==> src/rtl/serial_alu_sequencer_if.sv <==
// serial_alu_sequencer_if
//   Request/result bundle between the register/control logic (master) and the
//   bit-serial ALU sequencer (slave).
//   start            : request, sampled by the sequencer only while idle
//   a, b             : WIDTH-bit operands, captured on the accepting edge
//   op               : 3-bit opcode (AND NOR OR XOR NAND ADD SUB SLT)
//   busy             : sequencer is running or committing
//   done             : one-cycle completion pulse
//   result           : committed result, held until the next commit
//   carryout/overflow/zero : committed flags, held with result
interface serial_alu_sequencer_if #(
  parameter int WIDTH = 32
);
  logic             start;
  logic [WIDTH-1:0] a;
  logic [WIDTH-1:0] b;
  logic [2:0]       op;
  logic             busy;
  logic             done;
  logic [WIDTH-1:0] result;
  logic             carryout;
  logic             overflow;
  logic             zero;

  modport master (
    output start, a, b, op,
    input  busy, done, result, carryout, overflow, zero
  );

  modport slave (
    input  start, a, b, op,
    output busy, done, result, carryout, overflow, zero
  );
endinterface

==> src/rtl/serial_alu_sequencer.sv <==
// serial_alu_sequencer
//   Runs a WIDTH-bit ALU operation through one external 1-bit ALU slice, LSB
//   first, one bit per clock, then commits result and flags with a one-cycle
//   done pulse. Latency is WIDTH+1 cycles from the accepting edge to done.
// Ports
//   clk, rst_n        : clock, synchronous active-low reset
//   bus (slave)       : start/a/b/op request, busy/done/result/flags response
//   slice_a_o/_b_o    : current operand bits to the slice
//   slice_carryin_o   : carry into the slice (carry flop)
//   slice_negate_o    : invert b inside the slice (SUB/SLT)
//   slice_sel_o       : slice function select
//   slice_out_i       : slice result bit
//   slice_carryout_i  : slice carry out
//
// state  | meaning
// IDLE   | waiting for start; slice inputs held at 0
// RUN    | one operand bit per cycle through the slice
// DONE   | result committed; done high for this cycle only
module serial_alu_sequencer #(
  parameter int WIDTH = 32
) (
  input  logic                   clk,
  input  logic                   rst_n,
  serial_alu_sequencer_if.slave  bus,
  output logic                   slice_a_o,
  output logic                   slice_b_o,
  output logic                   slice_carryin_o,
  output logic                   slice_negate_o,
  output logic [2:0]             slice_sel_o,
  input  logic                   slice_out_i,
  input  logic                   slice_carryout_i
);

  localparam int CNT_W = $clog2(WIDTH);

  localparam logic [2:0] OP_ADD = 3'b101;
  localparam logic [2:0] OP_SUB = 3'b110;
  localparam logic [2:0] OP_SLT = 3'b111;

  typedef enum logic [1:0] {
    S_IDLE = 2'd0,
    S_RUN  = 2'd1,
    S_DONE = 2'd2
  } state_e;

  state_e state_q, state_d;

  logic [WIDTH-1:0] a_sh_q, a_sh_d;
  logic [WIDTH-1:0] b_sh_q, b_sh_d;
  logic [WIDTH-1:0] res_sh_q, res_sh_d;
  logic [2:0]       op_q, op_d;
  logic [CNT_W-1:0] cnt_q, cnt_d;
  logic             carry_q, carry_d;
  logic [WIDTH-1:0] result_q, result_d;
  logic             carryout_q, carryout_d;
  logic             overflow_q, overflow_d;
  logic             zero_q, zero_d;

  logic             last_bit;
  logic             is_sub_q;
  logic [WIDTH-1:0] res_shift;
  logic             ov_arith;

  assign last_bit  = (cnt_q == CNT_W'(WIDTH - 1));
  assign is_sub_q  = op_q[2] & op_q[1];
  assign res_shift = {slice_out_i, res_sh_q[WIDTH-1:1]};
  // On the final edge carry_q still holds the carry into the MSB.
  assign ov_arith  = carry_q ^ slice_carryout_i;

  // State register
  always_ff @(posedge clk) begin
    if (!rst_n) begin
      state_q <= S_IDLE;
    end else begin
      state_q <= state_d;
    end
  end

  // Next-state logic
  always_comb begin
    state_d = state_q;
    case (state_q)
      S_IDLE:  if (bus.start) state_d = S_RUN;
      S_RUN:   if (last_bit)  state_d = S_DONE;
      S_DONE:  state_d = S_IDLE;
      default: state_d = S_IDLE;
    endcase
  end

  // Outputs: status and slice drive
  always_comb begin
    bus.busy        = (state_q != S_IDLE);
    bus.done        = (state_q == S_DONE);
    slice_a_o       = 1'b0;
    slice_b_o       = 1'b0;
    slice_carryin_o = 1'b0;
    slice_negate_o  = 1'b0;
    slice_sel_o     = 3'b000;
    if (state_q == S_RUN) begin
      slice_a_o       = a_sh_q[0];
      slice_b_o       = b_sh_q[0];
      slice_carryin_o = carry_q;
      slice_negate_o  = is_sub_q;
      // SUB and SLT run through the adder with b negated.
      slice_sel_o     = is_sub_q ? OP_ADD : op_q;
    end
  end

  assign bus.result   = result_q;
  assign bus.carryout = carryout_q;
  assign bus.overflow = overflow_q;
  assign bus.zero     = zero_q;

  // Datapath next-state
  always_comb begin
    a_sh_d     = a_sh_q;
    b_sh_d     = b_sh_q;
    res_sh_d   = res_sh_q;
    op_d       = op_q;
    cnt_d      = cnt_q;
    carry_d    = carry_q;
    result_d   = result_q;
    carryout_d = carryout_q;
    overflow_d = overflow_q;
    zero_d     = zero_q;

    case (state_q)
      S_IDLE: begin
        if (bus.start) begin
          a_sh_d  = bus.a;
          b_sh_d  = bus.b;
          op_d    = bus.op;
          cnt_d   = '0;
          carry_d = bus.op[2] & bus.op[1];
        end
      end
      S_RUN: begin
        res_sh_d = res_shift;
        a_sh_d   = {1'b0, a_sh_q[WIDTH-1:1]};
        b_sh_d   = {1'b0, b_sh_q[WIDTH-1:1]};
        carry_d  = slice_carryout_i;
        cnt_d    = cnt_q + CNT_W'(1);
        if (last_bit) begin
          case (op_q)
            OP_ADD, OP_SUB: begin
              result_d   = res_shift;
              carryout_d = slice_carryout_i;
              overflow_d = ov_arith;
            end
            OP_SLT: begin
              // Signed less-than: sign of the difference corrected by overflow.
              result_d   = {{(WIDTH-1){1'b0}}, slice_out_i ^ ov_arith};
              carryout_d = 1'b0;
              overflow_d = 1'b0;
            end
            default: begin
              result_d   = res_shift;
              carryout_d = 1'b0;
              overflow_d = 1'b0;
            end
          endcase
          zero_d = (result_d == '0);
        end
      end
      default: ;
    endcase
  end

  // Datapath registers
  always_ff @(posedge clk) begin
    if (!rst_n) begin
      a_sh_q     <= '0;
      b_sh_q     <= '0;
      res_sh_q   <= '0;
      op_q       <= '0;
      cnt_q      <= '0;
      carry_q    <= 1'b0;
      result_q   <= '0;
      carryout_q <= 1'b0;
      overflow_q <= 1'b0;
      zero_q     <= 1'b0;
    end else begin
      a_sh_q     <= a_sh_d;
      b_sh_q     <= b_sh_d;
      res_sh_q   <= res_sh_d;
      op_q       <= op_d;
      cnt_q      <= cnt_d;
      carry_q    <= carry_d;
      result_q   <= result_d;
      carryout_q <= carryout_d;
      overflow_q <= overflow_d;
      zero_q     <= zero_d;
    end
  end

endmodule

==> src/flat_wrapper.sv <==
// flat-port wrapper written by rule: the top's interface ports become plain ports
module serial_alu_sequencer_flat 
#(
  parameter int WIDTH = 32
)
  (clk, rst_n, slice_a_o, slice_b_o, slice_carryin_o, slice_negate_o, slice_sel_o, slice_out_i, slice_carryout_i, bus_start, bus_a, bus_b, bus_op, bus_busy, bus_done, bus_result, bus_carryout, bus_overflow, bus_zero);
  serial_alu_sequencer_if #(.WIDTH(WIDTH)) bus_i ();
  input  logic clk;
  input  logic rst_n;
  output logic slice_a_o;
  output logic slice_b_o;
  output logic slice_carryin_o;
  output logic slice_negate_o;
  output logic [2:0] slice_sel_o;
  input  logic slice_out_i;
  input  logic slice_carryout_i;
  input wire logic [$bits(bus_i.start)-1:0] bus_start;
  input wire logic [$bits(bus_i.a)-1:0] bus_a;
  input wire logic [$bits(bus_i.b)-1:0] bus_b;
  input wire logic [$bits(bus_i.op)-1:0] bus_op;
  output wire logic [$bits(bus_i.busy)-1:0] bus_busy;
  output wire logic [$bits(bus_i.done)-1:0] bus_done;
  output wire logic [$bits(bus_i.result)-1:0] bus_result;
  output wire logic [$bits(bus_i.carryout)-1:0] bus_carryout;
  output wire logic [$bits(bus_i.overflow)-1:0] bus_overflow;
  output wire logic [$bits(bus_i.zero)-1:0] bus_zero;
  assign bus_i.start = bus_start;
  assign bus_i.a = bus_a;
  assign bus_i.b = bus_b;
  assign bus_i.op = bus_op;
  assign bus_busy = bus_i.busy;
  assign bus_done = bus_i.done;
  assign bus_result = bus_i.result;
  assign bus_carryout = bus_i.carryout;
  assign bus_overflow = bus_i.overflow;
  assign bus_zero = bus_i.zero;
  serial_alu_sequencer #(.WIDTH(WIDTH)) u_core (.clk(clk), .rst_n(rst_n), .bus(bus_i), .slice_a_o(slice_a_o), .slice_b_o(slice_b_o), .slice_carryin_o(slice_carryin_o), .slice_negate_o(slice_negate_o), .slice_sel_o(slice_sel_o), .slice_out_i(slice_out_i), .slice_carryout_i(slice_carryout_i));
endmodule
==> config.mk <==
export PLATFORM = sky130hd
export DESIGN_NAME = serial_alu_sequencer_flat
export DESIGN_NICKNAME = d
export VERILOG_FILES = /design/src/rtl/serial_alu_sequencer_if.sv /design/src/rtl/serial_alu_sequencer.sv /design/src/flat_wrapper.sv
export SDC_FILE = /design/constraint.sdc
export NUM_CORES = 1
export LEC_CHECK = 0
export CAP_MARGIN = 20
export CORE_MARGIN = 1
export CORE_UTILIZATION = 55
export CTS_CLUSTER_DIAMETER = 40
export DETAILED_ROUTE_END_ITERATION = 8
export PLACE_DENSITY_LB_ADDON = 0.15
export SYNTH_ARGS = -nofsm -noshare
export SYNTH_HDL_FRONTEND = slang
export SYNTH_SLANG_ARGS = --single-unit
==> constraint.sdc <==
create_clock -name clk -period 2.9 [get_ports clk]
set_clock_uncertainty 0.15 [all_clocks]
set_input_delay 0.58 -clock clk [delete_from_list [all_inputs] [get_ports clk]]
set_output_delay 0.58 -clock clk [all_outputs]
set_load 0.02 [all_outputs]
==> impl_results.md <==
* Largest family of logic cells by synthesized area: simple AND/OR/NAND/NOR gates
* Diodes inserted at 0
* Max_cap viols at 0
* DRC at 0
* Hold_buf cts at 0
* Mapped Cells at 692
* Critical path's largest stage delay at 0.62 ns
* Hold Crit Class: reg -> reg
* Crit Path Class: reg -> out
* # port buffers at roughly 120
* Crit path launch type: flip-flop
* Cell Area, Synth at 5734 sq um
* Most frequent cells in the layout: nand2_1, dfxtp_1, clkdlybuf4s50_1
* Fmax at ~360 MHz
* Pre-antenna DRT Iters at 4
* Fin crit period at 2.748 ns
* Required time of the worst setup path at 2.17 ns
* Routed Antenna Nets at 0
* FF-to-FF Start: u_core.cnt_q[0]
* GR Overflow Total at 0
* Routed WL at 13.57 mm
* Ys Warns at 0
* Max VDD drop at about 0.00033 V
* Final period util at 94.76%
* Reg2reg setup slack at approximately 0.54 ns
* Post-synth ARST share at 0%
* Post-DP HPWL at 8.508 mm
* Gpl congestion at just over 0.8
* Num rows at 36
* Vias in the first global route at a little under 5,000
* Die area at between 10,000 and 15,000 sq um
* CP cell instances: nor2b_4, and3_1, clkdlybuf4s50_1
* Post-synth cell types at 31
* CTS clk-pin slew, worst paths at 0.06 ns
* Compound-Gate Fraction of Synth Area at about a fifth
* Initial DRC count at a little over 300
* Root buffer selected by CTS: clkbuf_8
* Maximum root-to-sink buffer count at 2
* Tot GR Track Use at 25.37%
* First-pass GRT wire length at roughly 23 mm
* Slew @ Worst Pin at 1.004 ns
* Largest area contributor in the netlist: dfxtp_1
* Synthesized Nets at between 700 and 800
* CP startpoint: u_core.state_q[0]
* Nature of the critical path endpoint: output port
* Fraction of layout cells with a size suffix above 1 at roughly 6.5%
* Net Sw Frac at 23.60%
* Final-report hold violation count at 0
* Final net count at 857
* Worst skew pair latency at ~0.50 ns
* Area share of the largest cell type after synthesis at 49.23%
* Htree depth at 4
* Clock Sink Count at between 100 and 150
* Synth Area in XOR/XNOR at 0.4582%
* CTS tree: done
* Crit path DAT at 2.02 ns
* RSZ-0062 raised after global routing: false
* Static Leakage at approximately 2.7 nW
* Headroom to the max-slew limit at 33.08%
* Max-slew violations at 0
* WL per Instance at roughly 15 um
* Pin count of the biggest net entering global routing at roughly 110
* Clock share of power at approximately 47%
* Most used DFF post-synth: dfxtp_1
* Area Growth Syn to Fin at 31.79%
* Die X at about 100 um
* Internal at around 3.7 mW
* Mux cell area share after synthesis at 0%
* Hold Startpoint: u_core.cnt_q[3]
* Worst path slowest cell: clkdlybuf4s50_1
* Vias per cell at ~5.6
* Largest fanout on the critical path at 7
* Die Span Y at about 100 um
* Via count at approximately 5,200
* Core Region at 9955 sq um
* Synth area leaders: dfxtp_1, nand2_1, a311oi_1
* Setup violators final at 0
* Flop pwr share at between 40% and 50%
* I/O pin count at around 120
* Antenna violations before repair at 0
* TritonCTS Buffers at 17
* Starting density of the core at roughly 58%
* Power per cell area at between 600 and 700 nW/um^2
* Logic pwr share at roughly a tenth
* Synth Register Bits at about 140
* Synth Area in Simple Gates at 25.20%
* Net switching power at approximately 1.1 mW
* Status: finished, final reports clean
* Synthesized area per cell at 8.286 sq um
* Commonest non-fill, non-tap cell in the layout: nand2_1
* Fin Setup TNS at 0 ns
* Sequential area share after synthesis at between 40% and 50%
* WHS at 0.2978 ns
* Post-Synth Adder-Cell Area at less than 1%
* EDFF count, synth at 0
## registers in the layout, summed over array words and instances (netlist names)
name                 cells
u_core.cnt_q             5
u_core.op_q              3
u_core.bus.zero          1
u_core.carry_q           1
u_core.bus.overflow      1
u_core.res_sh_q         31
u_core.bus.carryout      1
u_core.a_sh_q           32
u_core.bus.result       32
u_core.state_q           2
u_core.b_sh_q           32
## worst max-delay path, delay by kind of cell, from the launching register on
kind                   cells  cell delay (ns)
buffers and inverters      1             0.62
AND/OR/NAND/NOR            2             0.47
flip-flops                 1             0.42
## cells by family after synthesis
logic type / Yosys count
flip-flops: 141
AO/OA/AOI/OAI: 147
XOR/XNOR: 3
buffers and inverters: 61
adder cells (fa/ha/maj): 2
AND/OR/NAND/NOR: 338
## metal layers
layer / global-route usage, % / vias to the layer above / share of wire, %
met4: 10.71 / 0 / 2.5
met2: 42.24 / 143 / 50
li1: - / 2573 / -
met5: 0 / - / 0
met1: 32.06 / 2418 / 43
met3: 4.950 / 31 / 3.9
## Yosys cell counts, types with 3 or more instances
library cell,instances
a21boi_0,20
a21oi_1,25
a22oi_1,33
a311oi_1,62
and2_1,4
and3_1,5
buf_2,27
buf_4,7
clkbuf_1,23
dfxtp_1,141
nand2_1,198
nand3_1,8
nor2_1,73
nor2b_1,34
nor4_1,8
o21ai_0,3
## cell type report
cell class                 instances  area (sq um)
clock inverter                    12         187.7
inverter                           2         7.507
clock buffer                      19         421.7
multi-input combinational        491          2636
timing repair buffer             130          1314
tap                              133         166.4
sequential                       141          2824
fill                             716          2397
## power by group through the flow
stage                     clock network [mW]  registers [mW]  logic, mW
after floorplan                            0            2.11      0.298
after global placement                     0            2.12      0.446
after detailed placement                   0            2.13      0.459
after CTS                               2.25            2.09      0.467
after global routing                    2.36            2.10      0.515
final                                   2.23            2.09      0.465
## worst paths after layout
path	endpoint	cells past startpoint
hold reg to reg	u_core.cnt_q[3]	1
setup / recovery	slice_negate_o	3
hold / removal	u_core.cnt_q[3]	1
setup reg to reg	u_core.bus.result[27]	8
## per-stage QoR
stage	setup slack [ns]	cells	area [sq um]	total power [mW]	utilization [%]
after global placement	0.3293	895	6925	2.569	69.57
after CTS	0.007852	928	7556	4.800	75.91
final	0.1520	928	7557	4.784	75.92
after detailed placement	0.2663	895	6925	2.586	69.57
after global routing	0.08917	928	7557	4.972	75.92
after floorplan	0.7553	692	5734	2.412	-
## what timing repair did
| action | 4_1_cts | 5_1_grt |
|---|---|---|
| setup endpoints to repair | 5 | 3 |
| gates cloned | 1 | 0 |
| gates resized for setup | 1 | 1 |
| setup buffers | 1 | 0 |
| pin swaps | 0 | 0 |
| endpoints found under the hold margin | 0 | 0 |
(Power assumes the default switching activity.)
